## config.mk

```make
export PLATFORM = sky130hd
export DESIGN_NAME = hazard_scoreboard_unit_flat
export DESIGN_NICKNAME = d
export VERILOG_FILES = /design/src/rtl/hazard_scoreboard_unit_if.sv /design/src/rtl/hazard_scoreboard_unit.sv /design/src/flat_wrapper.sv
export SDC_FILE = /design/constraint.sdc
export NUM_CORES = 1
export LEC_CHECK = 0
export BUFFER_PORTS_ARGS = -buffer_cell sky130_fd_sc_hd__buf_2
export CAP_MARGIN = 15
export CORE_ASPECT_RATIO = 1.75
export CORE_UTILIZATION = 35
export CTS_CLUSTER_SIZE = 12
export DETAILED_ROUTE_END_ITERATION = 7
export SLEW_MARGIN = 10
export SYNTH_ARGS = -nofsm -noshare
export SYNTH_HDL_FRONTEND = slang
export SYNTH_SLANG_ARGS = --single-unit
```

## constraint.sdc

```tcl
create_clock -name clk -period 3.4 [get_ports clk]
set_input_delay 0 -clock clk [delete_from_list [all_inputs] [get_ports clk]]
set_output_delay 0 -clock clk [all_outputs]
set_load 0.05 [all_outputs]
```

## src/rtl/hazard_scoreboard_unit_if.sv

```systemverilog
// Hazard unit bundle: register indices and control bits from the datapath,
// plus the forward selects, stalls and flushes returned to it.
// master = datapath side, slave = hazard_scoreboard_unit.
interface hazard_scoreboard_unit_if #(
    parameter int REG_W      = 5,
    parameter int FWD_STAGES = 3
);
    localparam int FSEL_W = $clog2(FWD_STAGES + 1);

    logic [REG_W-1:0]            rs1_d;
    logic [REG_W-1:0]            rs2_d;
    logic [REG_W-1:0]            rs1_e;
    logic [REG_W-1:0]            rs2_e;
    logic [REG_W-1:0]            rd_e;
    logic                        load_e;
    logic [FWD_STAGES-1:0]       regwrite_stage;
    logic [FWD_STAGES-1:0]       load_stage;
    logic [FWD_STAGES*REG_W-1:0] rd_stage;
    logic                        mc_issue_e;
    logic                        mc_done;
    logic                        mispredict;
    logic                        flushflag;

    logic [FSEL_W-1:0]           forwarda_e;
    logic [FSEL_W-1:0]           forwardb_e;
    logic                        stall_f;
    logic                        stall_d;
    logic                        flush_d;
    logic                        flush_e;
    logic [FWD_STAGES-1:0]       flush_stage;
    logic                        mc_kill;
    logic                        mc_busy;
    logic [4:0]                  hazard_cause;

    modport master (
        output rs1_d, rs2_d, rs1_e, rs2_e, rd_e, load_e, regwrite_stage,
               load_stage, rd_stage, mc_issue_e, mc_done, mispredict, flushflag,
        input  forwarda_e, forwardb_e, stall_f, stall_d, flush_d, flush_e,
               flush_stage, mc_kill, mc_busy, hazard_cause
    );

    modport slave (
        input  rs1_d, rs2_d, rs1_e, rs2_e, rd_e, load_e, regwrite_stage,
               load_stage, rd_stage, mc_issue_e, mc_done, mispredict, flushflag,
        output forwarda_e, forwardb_e, stall_f, stall_d, flush_d, flush_e,
               flush_stage, mc_kill, mc_busy, hazard_cause
    );
endinterface

```

## src/rtl/hazard_scoreboard_unit.sv

```systemverilog
// Hazard controller for the in-order pipeline: generalised forwarding over
// FWD_STAGES post-execute stages, load-use detection, and an in-order
// scoreboard of outstanding multi-cycle writebacks.
// Optional: define HAZARD_PERF_EN to add saturating stall/flush/mc-wait counters.
module hazard_scoreboard_unit #(
    parameter int REG_W      = 5,
    parameter int FWD_STAGES = 3,
    parameter int LOAD_READY = 2,
    parameter int MC_DEPTH   = 2
) (
    input  logic                     clk,
    input  logic                     rst_n,
    hazard_scoreboard_unit_if.slave  hz
`ifdef HAZARD_PERF_EN
    ,
    output logic [31:0]              perf_stall_cnt,
    output logic [31:0]              perf_flush_cnt,
    output logic [31:0]              perf_mc_wait_cnt
`endif
);
    localparam int FSEL_W = $clog2(FWD_STAGES + 1);
    localparam int PTR_W  = (MC_DEPTH > 1) ? $clog2(MC_DEPTH) : 1;
    localparam int CNT_W  = $clog2(MC_DEPTH + 1);

    // A source depends on a destination only when it names a real register.
    function automatic logic src_hit(input logic [REG_W-1:0] rs, input logic [REG_W-1:0] rd);
        return (rs != '0) && (rs == rd);
    endfunction

    function automatic logic [PTR_W-1:0] ptr_inc(input logic [PTR_W-1:0] p);
        return (p == PTR_W'(MC_DEPTH - 1)) ? '0 : p + 1'b1;
    endfunction

    logic [MC_DEPTH-1:0] ent_valid_q, ent_valid_d;
    logic [REG_W-1:0]    ent_rd_q [MC_DEPTH];
    logic [REG_W-1:0]    ent_rd_d [MC_DEPTH];
    logic [PTR_W-1:0]    rd_ptr_q, rd_ptr_d;
    logic [PTR_W-1:0]    wr_ptr_q, wr_ptr_d;
    logic [CNT_W-1:0]    count_q, count_d;
    logic                mc_busy_q, mc_busy_d;
    logic                mc_kill_q, mc_kill_d;

    logic [FSEL_W-1:0]   fwd_a, fwd_b;
    logic                load_use, mc_raw, mc_struct, mc_full;
    logic                flush_front, stall_dec, pop, push;

    // Forward selects: scan oldest to youngest so the youngest eligible stage wins.
    always_comb begin
        // NOTE: every combinational output gets a default first so no path leaves it unassigned (no latch).
        fwd_a = '0;
        fwd_b = '0;
        for (int i = FWD_STAGES - 1; i >= 0; i--) begin
            if (hz.regwrite_stage[i] && (!hz.load_stage[i] || i >= LOAD_READY)) begin
                if (src_hit(hz.rs1_e, hz.rd_stage[i*REG_W +: REG_W])) fwd_a = FSEL_W'(i + 1);
                if (src_hit(hz.rs2_e, hz.rd_stage[i*REG_W +: REG_W])) fwd_b = FSEL_W'(i + 1);
            end
        end
    end

    // Hazard detection: load-use against E and early post-E stages, plus scoreboard RAW/full.
    always_comb begin
        load_use = hz.load_e && (src_hit(hz.rs1_d, hz.rd_e) || src_hit(hz.rs2_d, hz.rd_e));
        for (int i = 0; i < FWD_STAGES; i++) begin
            if (i < LOAD_READY - 1 && hz.load_stage[i] &&
                (src_hit(hz.rs1_d, hz.rd_stage[i*REG_W +: REG_W]) ||
                 src_hit(hz.rs2_d, hz.rd_stage[i*REG_W +: REG_W])))
                load_use = 1'b1;
        end
        mc_raw = 1'b0;
        for (int j = 0; j < MC_DEPTH; j++) begin
            if (ent_valid_q[j] && (src_hit(hz.rs1_d, ent_rd_q[j]) || src_hit(hz.rs2_d, ent_rd_q[j])))
                mc_raw = 1'b1;
        end
        mc_full     = (count_q == CNT_W'(MC_DEPTH));
        mc_struct   = mc_full && hz.mc_issue_e;
        flush_front = hz.flushflag || hz.mispredict;
        stall_dec   = (load_use || mc_raw || mc_struct) && !flush_front;
    end

    assign hz.forwarda_e   = fwd_a;
    assign hz.forwardb_e   = fwd_b;
    assign hz.stall_f      = stall_dec;
    assign hz.stall_d      = stall_dec;
    assign hz.flush_d      = flush_front;
    assign hz.flush_e      = flush_front || load_use || mc_raw || mc_struct;
    assign hz.flush_stage  = {{(FWD_STAGES-1){hz.flushflag}}, flush_front};
    assign hz.mc_kill      = mc_kill_q;
    assign hz.mc_busy      = mc_busy_q;
    assign hz.hazard_cause = {mc_struct, mc_raw, hz.mispredict, load_use, (fwd_a != '0) || (fwd_b != '0)};

    // Scoreboard next state: trap flush wins, otherwise pop the head then push at the tail.
    always_comb begin
        ent_valid_d = ent_valid_q;
        ent_rd_d    = ent_rd_q;
        rd_ptr_d    = rd_ptr_q;
        wr_ptr_d    = wr_ptr_q;
        pop         = hz.mc_done && (count_q != '0);
        // A full scoreboard can only accept an issue in the cycle its head retires.
        push        = hz.mc_issue_e && (!mc_full || pop);
        count_d     = count_q + CNT_W'(push) - CNT_W'(pop);
        if (hz.flushflag) begin
            ent_valid_d = '0;
            rd_ptr_d    = '0;
            wr_ptr_d    = '0;
            count_d     = '0;
        end else begin
            if (pop) begin
                ent_valid_d[rd_ptr_q] = 1'b0;
                rd_ptr_d              = ptr_inc(rd_ptr_q);
            end
            if (push) begin
                ent_valid_d[wr_ptr_q] = 1'b1;
                ent_rd_d[wr_ptr_q]    = hz.rd_e;
                wr_ptr_d              = ptr_inc(wr_ptr_q);
            end
        end
        mc_busy_d = (count_d != '0);
        mc_kill_d = hz.flushflag;
    end

    // Scoreboard and registered status flops.
    always_ff @(posedge clk or negedge rst_n) begin
        if (!rst_n) begin
            ent_valid_q <= '0;
            // NOTE: the rd array is tiny and is compared against decode sources, so it is reset too rather than left X.
            for (int j = 0; j < MC_DEPTH; j++) ent_rd_q[j] <= '0;
            rd_ptr_q  <= '0;
            wr_ptr_q  <= '0;
            count_q   <= '0;
            mc_busy_q <= 1'b0;
            mc_kill_q <= 1'b0;
        end else begin
            // NOTE: state updates use non-blocking assignments so every flop samples pre-edge values.
            ent_valid_q <= ent_valid_d;
            ent_rd_q    <= ent_rd_d;
            rd_ptr_q    <= rd_ptr_d;
            wr_ptr_q    <= wr_ptr_d;
            count_q     <= count_d;
            mc_busy_q   <= mc_busy_d;
            mc_kill_q   <= mc_kill_d;
        end
    end

`ifndef SYNTHESIS
    // Retiring from an empty scoreboard means the multi-cycle unit and pipeline disagree.
    pop_empty_a: assert property (@(posedge clk) disable iff (!rst_n) !(hz.mc_done && count_q == '0));
`endif

`ifdef HAZARD_PERF_EN
    logic [31:0] perf_stall_q, perf_stall_d;
    logic [31:0] perf_flush_q, perf_flush_d;
    logic [31:0] perf_mc_wait_q, perf_mc_wait_d;

    // Saturating event counters.
    always_comb begin
        perf_stall_d   = (stall_dec && perf_stall_q != '1) ? perf_stall_q + 32'd1 : perf_stall_q;
        perf_flush_d   = (flush_front && perf_flush_q != '1) ? perf_flush_q + 32'd1 : perf_flush_q;
        perf_mc_wait_d = ((mc_raw || mc_struct) && perf_mc_wait_q != '1) ? perf_mc_wait_q + 32'd1
                                                                          : perf_mc_wait_q;
    end

    // Counter flops.
    always_ff @(posedge clk or negedge rst_n) begin
        if (!rst_n) begin
            perf_stall_q   <= '0;
            perf_flush_q   <= '0;
            perf_mc_wait_q <= '0;
        end else begin
            perf_stall_q   <= perf_stall_d;
            perf_flush_q   <= perf_flush_d;
            perf_mc_wait_q <= perf_mc_wait_d;
        end
    end

    assign perf_stall_cnt   = perf_stall_q;
    assign perf_flush_cnt   = perf_flush_q;
    assign perf_mc_wait_cnt = perf_mc_wait_q;
`endif
endmodule

```

## src/flat_wrapper.sv

```systemverilog
// flat-port wrapper written by rule: the top's interface ports become plain ports
module hazard_scoreboard_unit_flat 
#(
    parameter int REG_W      = 5,
    parameter int FWD_STAGES = 3,
    parameter int LOAD_READY = 2,
    parameter int MC_DEPTH   = 2
)
  (clk, rst_n, hz_rs1_d, hz_rs2_d, hz_rs1_e, hz_rs2_e, hz_rd_e, hz_load_e, hz_regwrite_stage, hz_load_stage, hz_rd_stage, hz_mc_issue_e, hz_mc_done, hz_mispredict, hz_flushflag, hz_forwarda_e, hz_forwardb_e, hz_stall_f, hz_stall_d, hz_flush_d, hz_flush_e, hz_flush_stage, hz_mc_kill, hz_mc_busy, hz_hazard_cause);
  hazard_scoreboard_unit_if #(.REG_W(REG_W), .FWD_STAGES(FWD_STAGES)) hz_i ();
  input  logic clk;
  input  logic rst_n;
  input wire logic [$bits(hz_i.rs1_d)-1:0] hz_rs1_d;
  input wire logic [$bits(hz_i.rs2_d)-1:0] hz_rs2_d;
  input wire logic [$bits(hz_i.rs1_e)-1:0] hz_rs1_e;
  input wire logic [$bits(hz_i.rs2_e)-1:0] hz_rs2_e;
  input wire logic [$bits(hz_i.rd_e)-1:0] hz_rd_e;
  input wire logic [$bits(hz_i.load_e)-1:0] hz_load_e;
  input wire logic [$bits(hz_i.regwrite_stage)-1:0] hz_regwrite_stage;
  input wire logic [$bits(hz_i.load_stage)-1:0] hz_load_stage;
  input wire logic [$bits(hz_i.rd_stage)-1:0] hz_rd_stage;
  input wire logic [$bits(hz_i.mc_issue_e)-1:0] hz_mc_issue_e;
  input wire logic [$bits(hz_i.mc_done)-1:0] hz_mc_done;
  input wire logic [$bits(hz_i.mispredict)-1:0] hz_mispredict;
  input wire logic [$bits(hz_i.flushflag)-1:0] hz_flushflag;
  output wire logic [$bits(hz_i.forwarda_e)-1:0] hz_forwarda_e;
  output wire logic [$bits(hz_i.forwardb_e)-1:0] hz_forwardb_e;
  output wire logic [$bits(hz_i.stall_f)-1:0] hz_stall_f;
  output wire logic [$bits(hz_i.stall_d)-1:0] hz_stall_d;
  output wire logic [$bits(hz_i.flush_d)-1:0] hz_flush_d;
  output wire logic [$bits(hz_i.flush_e)-1:0] hz_flush_e;
  output wire logic [$bits(hz_i.flush_stage)-1:0] hz_flush_stage;
  output wire logic [$bits(hz_i.mc_kill)-1:0] hz_mc_kill;
  output wire logic [$bits(hz_i.mc_busy)-1:0] hz_mc_busy;
  output wire logic [$bits(hz_i.hazard_cause)-1:0] hz_hazard_cause;
  assign hz_i.rs1_d = hz_rs1_d;
  assign hz_i.rs2_d = hz_rs2_d;
  assign hz_i.rs1_e = hz_rs1_e;
  assign hz_i.rs2_e = hz_rs2_e;
  assign hz_i.rd_e = hz_rd_e;
  assign hz_i.load_e = hz_load_e;
  assign hz_i.regwrite_stage = hz_regwrite_stage;
  assign hz_i.load_stage = hz_load_stage;
  assign hz_i.rd_stage = hz_rd_stage;
  assign hz_i.mc_issue_e = hz_mc_issue_e;
  assign hz_i.mc_done = hz_mc_done;
  assign hz_i.mispredict = hz_mispredict;
  assign hz_i.flushflag = hz_flushflag;
  assign hz_forwarda_e = hz_i.forwarda_e;
  assign hz_forwardb_e = hz_i.forwardb_e;
  assign hz_stall_f = hz_i.stall_f;
  assign hz_stall_d = hz_i.stall_d;
  assign hz_flush_d = hz_i.flush_d;
  assign hz_flush_e = hz_i.flush_e;
  assign hz_flush_stage = hz_i.flush_stage;
  assign hz_mc_kill = hz_i.mc_kill;
  assign hz_mc_busy = hz_i.mc_busy;
  assign hz_hazard_cause = hz_i.hazard_cause;
  hazard_scoreboard_unit #(.REG_W(REG_W), .FWD_STAGES(FWD_STAGES), .LOAD_READY(LOAD_READY), .MC_DEPTH(MC_DEPTH)) u_core (.clk(clk), .rst_n(rst_n), .hz(hz_i));
endmodule
```

-- Word level (Yosys, flattened, before mapping)
Cells that the tools add are included.
- bits in registers: 18
- input bits: 53
- output and inout port bits: 18
- word-level logic and storage cells: 125
- add/sub/neg operators: 4
- order comparisons: 6
- equal/unequal tests: 15
- mux-type cells: 33
- bitwise gates (word level): 5
- reductions and logical operators: 54
- operators with widths (operator ; number):
    5-bit == test ; 14
    2-bit 2-to-1 mux ; 17
    1-bit logical AND ; 27
    5-bit nonzero test ; 4
    1-bit logical OR ; 12
    2-bit nonzero test ; 6
    1-bit 2-to-1 mux ; 11
    10-bit bitwise mux ; 1
    5-bit demux with 1-bit select ; 1
    5-bit 2-to-1 mux ; 1
    1-bit logical NOT ; 4
    1-bit by 2-bit less-than comparator with 1-bit output (second input constant) ; 2
    1-bit adder (second input constant) ; 2
    2-bit by 1-bit adder with 2-bit output ; 1
    2-bit AND ; 1
    1-bit demux with 1-bit select ; 2
    2-bit == test (second input constant) ; 1
    1-bit greater-or-equal comparator (second input constant) ; 2
    2-bit greater-or-equal comparator (second input constant) ; 1
    2-bit by 1-bit less-than comparator with 1-bit output (second input constant) ; 1
    1-bit NOT with 2-bit output ; 1
    2-bit NOT ; 1
    2-bit bitwise OR ; 1
    2-bit AND reduction ; 1
    other kinds (2) ; 2

-- Logic depth before layout (Yosys ltp)
- depth after elaboration: 11
- gate-level depth with buffers: 8
- gate-level depth less buffers: 8

-- Least setup slack after synthesis
OpenSTA, ideal clock, no wires.
- path kind: input to output
- from: input port hz_rs2_d[3]
- to: output port hz_flush_e
- data arrival time: 1758 ps
- data required time: 3400 ps
- slack: 1642 ps
- cell stages on the path: 7
- path buffers: 1
- cells stage by stage: buf_2 > or4_4 > nor2_4 > nor4_1 > o21ai_1 > nand2_1 > or4_1
- longest elaborated chain between the ends: 8
- elaborated cells between the ends (all ways): 23
- classes of those cells: eq/ne (4); mux (3); reduce/logical (16)
- ends and longest elaborated chain (what ; line ; text):
    from (decl) ; flat_wrapper.sv:14 ; input wire logic [$bits(hz_i.rs2_d)-1:0] hz_rs2_d;
    5-bit == test / 5-bit nonzero test (equally long branches) ; hazard_scoreboard_unit.sv:27 ; return (rs != '0) && (rs == rd);
    1-bit logical AND ; hazard_scoreboard_unit.sv:27 ;
    1-bit logical OR, on equally long branches ; hazard_scoreboard_unit.sv:62, hazard_scoreboard_unit.sv:65 ;
    1-bit logical AND, on equally long branches ; hazard_scoreboard_unit.sv:62, hazard_scoreboard_unit.sv:64 ;
    1-bit 2-to-1 mux (*) ; hazard_scoreboard_unit.sv:64 ; if (i < LOAD_READY - 1 && hz.load_stage[i] &&
    net u_core.load_use ; hazard_scoreboard_unit.sv:44 ; logic load_use, mc_raw, mc_struct, mc_full;
    1-bit logical OR (*) (3 in a row) ; hazard_scoreboard_unit.sv:85 ; assign hz.flush_e = flush_front || load_use || mc_raw || mc_struct;
    to (decl) ; flat_wrapper.sv:31 ; output wire logic [$bits(hz_i.flush_e)-1:0] hz_flush_e;
Mark *: on every way through the listed nets, which the timed path passes. The rest lies on a longest branch.

-- Final worst setup path
- from: register u_core.ent_rd_q[8] in the netlist's numbering
- to: output port hz_stall_d
- longest elaborated chain between the ends: 9
- elaborated cells between the ends (all ways): 11
- classes of those cells: eq/ne (2); mux (2); reduce/logical (7)
- ends and longest elaborated chain (what ; line ; text):
    from (decl) ; hazard_scoreboard_unit.sv:35 ; logic [REG_W-1:0] ent_rd_q [MC_DEPTH];
    from (signal assigned) ; hazard_scoreboard_unit.sv:135 ; ent_rd_q <= ent_rd_d;
    5-bit == test ; hazard_scoreboard_unit.sv:27 ;
    1-bit logical AND ; hazard_scoreboard_unit.sv:27 ;
    1-bit logical OR (*) ; hazard_scoreboard_unit.sv:71 ; if (ent_valid_q[j] && (src_hit(hz.rs1_d, ent_rd_q[j]) || src_hit(hz.rs2_d, ent_rd_q[j])))
    1-bit logical AND (*) ; hazard_scoreboard_unit.sv:71 ;
    1-bit 2-to-1 mux (*) (2 in a row) ; hazard_scoreboard_unit.sv:71 ;
    1-bit logical OR (*) (2 in a row) ; hazard_scoreboard_unit.sv:77 ; stall_dec = (load_use || mc_raw || mc_struct) && !flush_front;
    1-bit logical AND (*) ; hazard_scoreboard_unit.sv:77 ;
    to (decl) ; flat_wrapper.sv:29 ; output wire logic [$bits(hz_i.stall_d)-1:0] hz_stall_d;
Mark *: on every way between the ends. The rest lies on a longest branch, timed or not.

==> results.py <==
metrics = {
    "run_status": {
        "outcome": "finished, final reports clean",
    },
    "clock_tree": {
        "clk_pin_slew_ns": 0.06,
        "cts.sinks": 18,
        "root_buffer": "clkbuf_8",
        "htree_levels": 1,
        "postCtsSetupRepairBufs": 0,
        "cts_made_buffers": 3,
        "clock_latency_ns": 0.25,
        "cts_buffer_depth": 2,
        "cts_tree": "yes",
    },
    "layout": {
        "regArea_um2": 450.4,
        "layout_commonest_cell": "buf_2",
        "multi_input_area_um2": 1221,
        "antenna_cells": 0,
        "fin_util": 0.4377,
        "layout-drive-gt1-share": 0.3514,
        "final_cell_mix": "buf_2, xnor2_1, xor2_1, dfrtp_1",
        "nets": 315,
        "fillers": 511,
        "area_growth_pct": 19.99,
        "instances_no_fill": 313,
    },
    "logic_synthesis": {
        "syn_nets": 259,
        "syn_area_um2": 1815,
        "syn-instance-count": 204,
        "syn-mean-instance-area_um2": 8.899,
        "ys_ff_latch": 18,
        "yosys_warnings": 0,
        "seq_area_frac_synth": 0.2481,
        "ys_types": 29,
    },
    "route": {
        "drc": 0,
        "final_antenna_net_count": 0,
        "viasPerCell": 5.112,
        "dr.pass1.iters": 4,
        "drtIter0Drc": 50,
        "routed_wirelength_mm": 4.646,
        "wl_per_cell_um": 14.84,
        "via_count": 1600,
    },
    "grt": {
        "grt_max_degree": 19,
        "grt_pass1_vias": 1647,
        "overflow": 0,
        "grt_first_pass_wirelength_mm": 7.479,
        "grt_usage": 0.1754,
        "antenna_found_initial": 0,
    },
    "setup_path": {
        "worstPathRequired_ns": 3.40,
        "critPathBufInv": 1,
        "reg2reg_slack_ns": 1.50,
        "cp_max_fo": 3,
        "cp_cell_sequence": "xnor2_1 -> nand3_1 -> nor4_1 -> o21ai_0 -> nand2_1 -> o31a_2 -> buf_2",
        "critPathLaunchType": "flip-flop",
        "worstSetupPathType": "flip-flop to primary output",
        "slowest_delay_ns": 0.41,
        "crit_family": "simple AND/OR/NAND/NOR gates",
        "slowest_stage": "dfrtp_1",
        "worstPathArrival_ns": 1.92,
        "cp-end-kind": "primary output",
    },
    "sta": {
        "finalWorstSetupSlack_ns": 1.480,
        "slew_headroom": 0.4541,
        "finalCriticalPeriod_ns": 1.920,
        "finalSetupViolCount": 0,
        "skew_ns": 0.003544,
        "post-route-period-util": 0.5648,
        "slew_violations": 0,
        "worst_slew_pin_slew_ns": 0.8126,
        "whs_ns": 0.06257,
        "rsz0062_at_grt": "no",
        "final_hold_viol_count": 0,
        "setup_tns_ns": 0,
        "timing.fmax_ghz": 0.5207,
    },
    "pwr": {
        "power.density_nw_per_um2": 469.9,
        "ir_drop_mv": 0.2955,
        "power.leakage_nw": 0.9693,
    },
    "floorplanning": {
        "fp-row-count": 34,
        "start_util": 0.3648,
        "die_y_um": 97.28,
        "io_pins": 71,
        "die_area_um2": 5491,
        "die_x_um": 56.45,
        "core-area_um2": 4977,
    },
    "place": {
        "post-dp-hpwl_mm": 4.014,
        "portBuffers": 69,
        "gp_congestion": 0.8699,
        "place_inst": 307,
        "place_ws_ns": 1.501,
    },
    "job": {
        "drv_cap": 0,
    },
    "worst_hold_path": {
        "hold_class": "input port to flip-flop",
    },
}
final timing paths:
check	start	end	cells past startpoint
worst min register to register	u_core.ent_valid_q[0]$_DFF_PN0_	u_core.ent_valid_q[0]$_DFF_PN0_	1
worst max-delay path	u_core.ent_rd_q[8]$_DFFE_PN0P_	hz_stall_d	7
min in group asynchronous	rst_n	u_core.count_q[1]$_DFF_PN0_	2
max in group asynchronous	rst_n	u_core.ent_rd_q[0]$_DFFE_PN0P_	2
worst min-delay path	hz_rd_e[0]	u_core.ent_rd_q[5]$_DFFE_PN0P_	2
worst max register to register	u_core.count_q[0]$_DFF_PN0_	u_core.hz.mc_busy$_DFF_PN0_	7
through the flow:
step                      power [W]  instance area, um2
after floorplan           0.0007395                1815
after global placement    0.0008519                2103
after detailed placement  0.0008605                2103
after CTS                  0.001035                2178
after global routing       0.001096                2178
final                      0.001024                2178
power by group:
group / internal (W) / switching [W]
Clock: 0.000103 / 0.0000640
Sequential: 0.000292 / 0.0000760
Combinational: 0.000232 / 0.000257
Total: 0.000627 / 0.000397
registers in the layout, summed over array words and instances, names as in the netlist:
name                count
u_core.ent_rd_q        10
u_core.hz.mc_kill       1
u_core.count_q          2
u_core.wr_ptr_q         1
u_core.hz.mc_busy       1
u_core.ent_valid_q      2
u_core.rd_ptr_q         1
logic make-up (layout without fill, tap and decap cells):
| group | Yosys count | count (layout) | share of synthesized area |
|---|---|---|---|
| AO/OA/AOI/OAI | 9 | 9 | 0.03377 |
| flip-flops | 18 | 18 | 0.2481 |
| AND/OR/NAND/NOR | 66 | 66 | 0.2061 |
| XOR/XNOR | 74 | 74 | 0.3570 |
| adder cells (fa/ha/maj) | 2 | 2 | 0.01378 |
| multiplexers | 10 | 10 | 0.06203 |
| buffers and inverters | 25 | 80 | 0.07926 |
layout make-up:
| type | instances | area share |
|---|---|---|
| Multi-Input combinational cell | 161 | 0.5606 |
| Sequential cell | 18 | 0.2068 |
| Timing Repair Buffer | 71 | 0.1677 |
| Tap cell | 54 | 0.03102 |
| Clock buffer | 4 | 0.02527 |
| Inverter | 5 | 0.008616 |
synthesized netlist by cell type, drive strengths merged:
| cell | count | area, um2 |
|---|---|---|
| xor2 | 26 | 227.7 |
| nor2 | 14 | 67.56 |
| o21a | 1 | 7.510 |
| dfrtp | 18 | 450.4 |
| o31a | 1 | 10.01 |
| a31o | 1 | 8.760 |
| nand4 | 6 | 37.54 |
| nand3 | 9 | 45.04 |
| or4 | 5 | 45.04 |
| or2 | 2 | 12.51 |
| xnor2 | 48 | 420.4 |
| o21ai | 5 | 25.02 |
| and3 | 1 | 6.260 |
| inv | 5 | 18.77 |
| nand2 | 7 | 26.28 |
| clkbuf | 6 | 22.52 |
| nor3 | 3 | 15.01 |
| nor4 | 12 | 75.07 |
| mux2 | 10 | 112.6 |
| nand2b | 3 | 18.77 |
| a32o | 1 | 10.01 |
| buf | 14 | 102.6 |
| nor2b | 4 | 25.02 |
| ha | 2 | 25.02 |
routing by layer:
layer / GRT usage / vias to the layer above / share of wire
li1: - / 789 / -
met1: 0.1596 / 725 / 0.34
met2: 0.3412 / 66 / 0.55
met3: 0.01731 / 20 / 0.045
met4: 0.1220 / 0 / 0.062
met5: 0 / - / 0
what timing repair did:
item | CTS | global route
gates resized for setup | 0 | 0
hold buffers | 2 | 0
hold endpoints to repair | 19 | 0
Power figures use the tool's default switching activity.
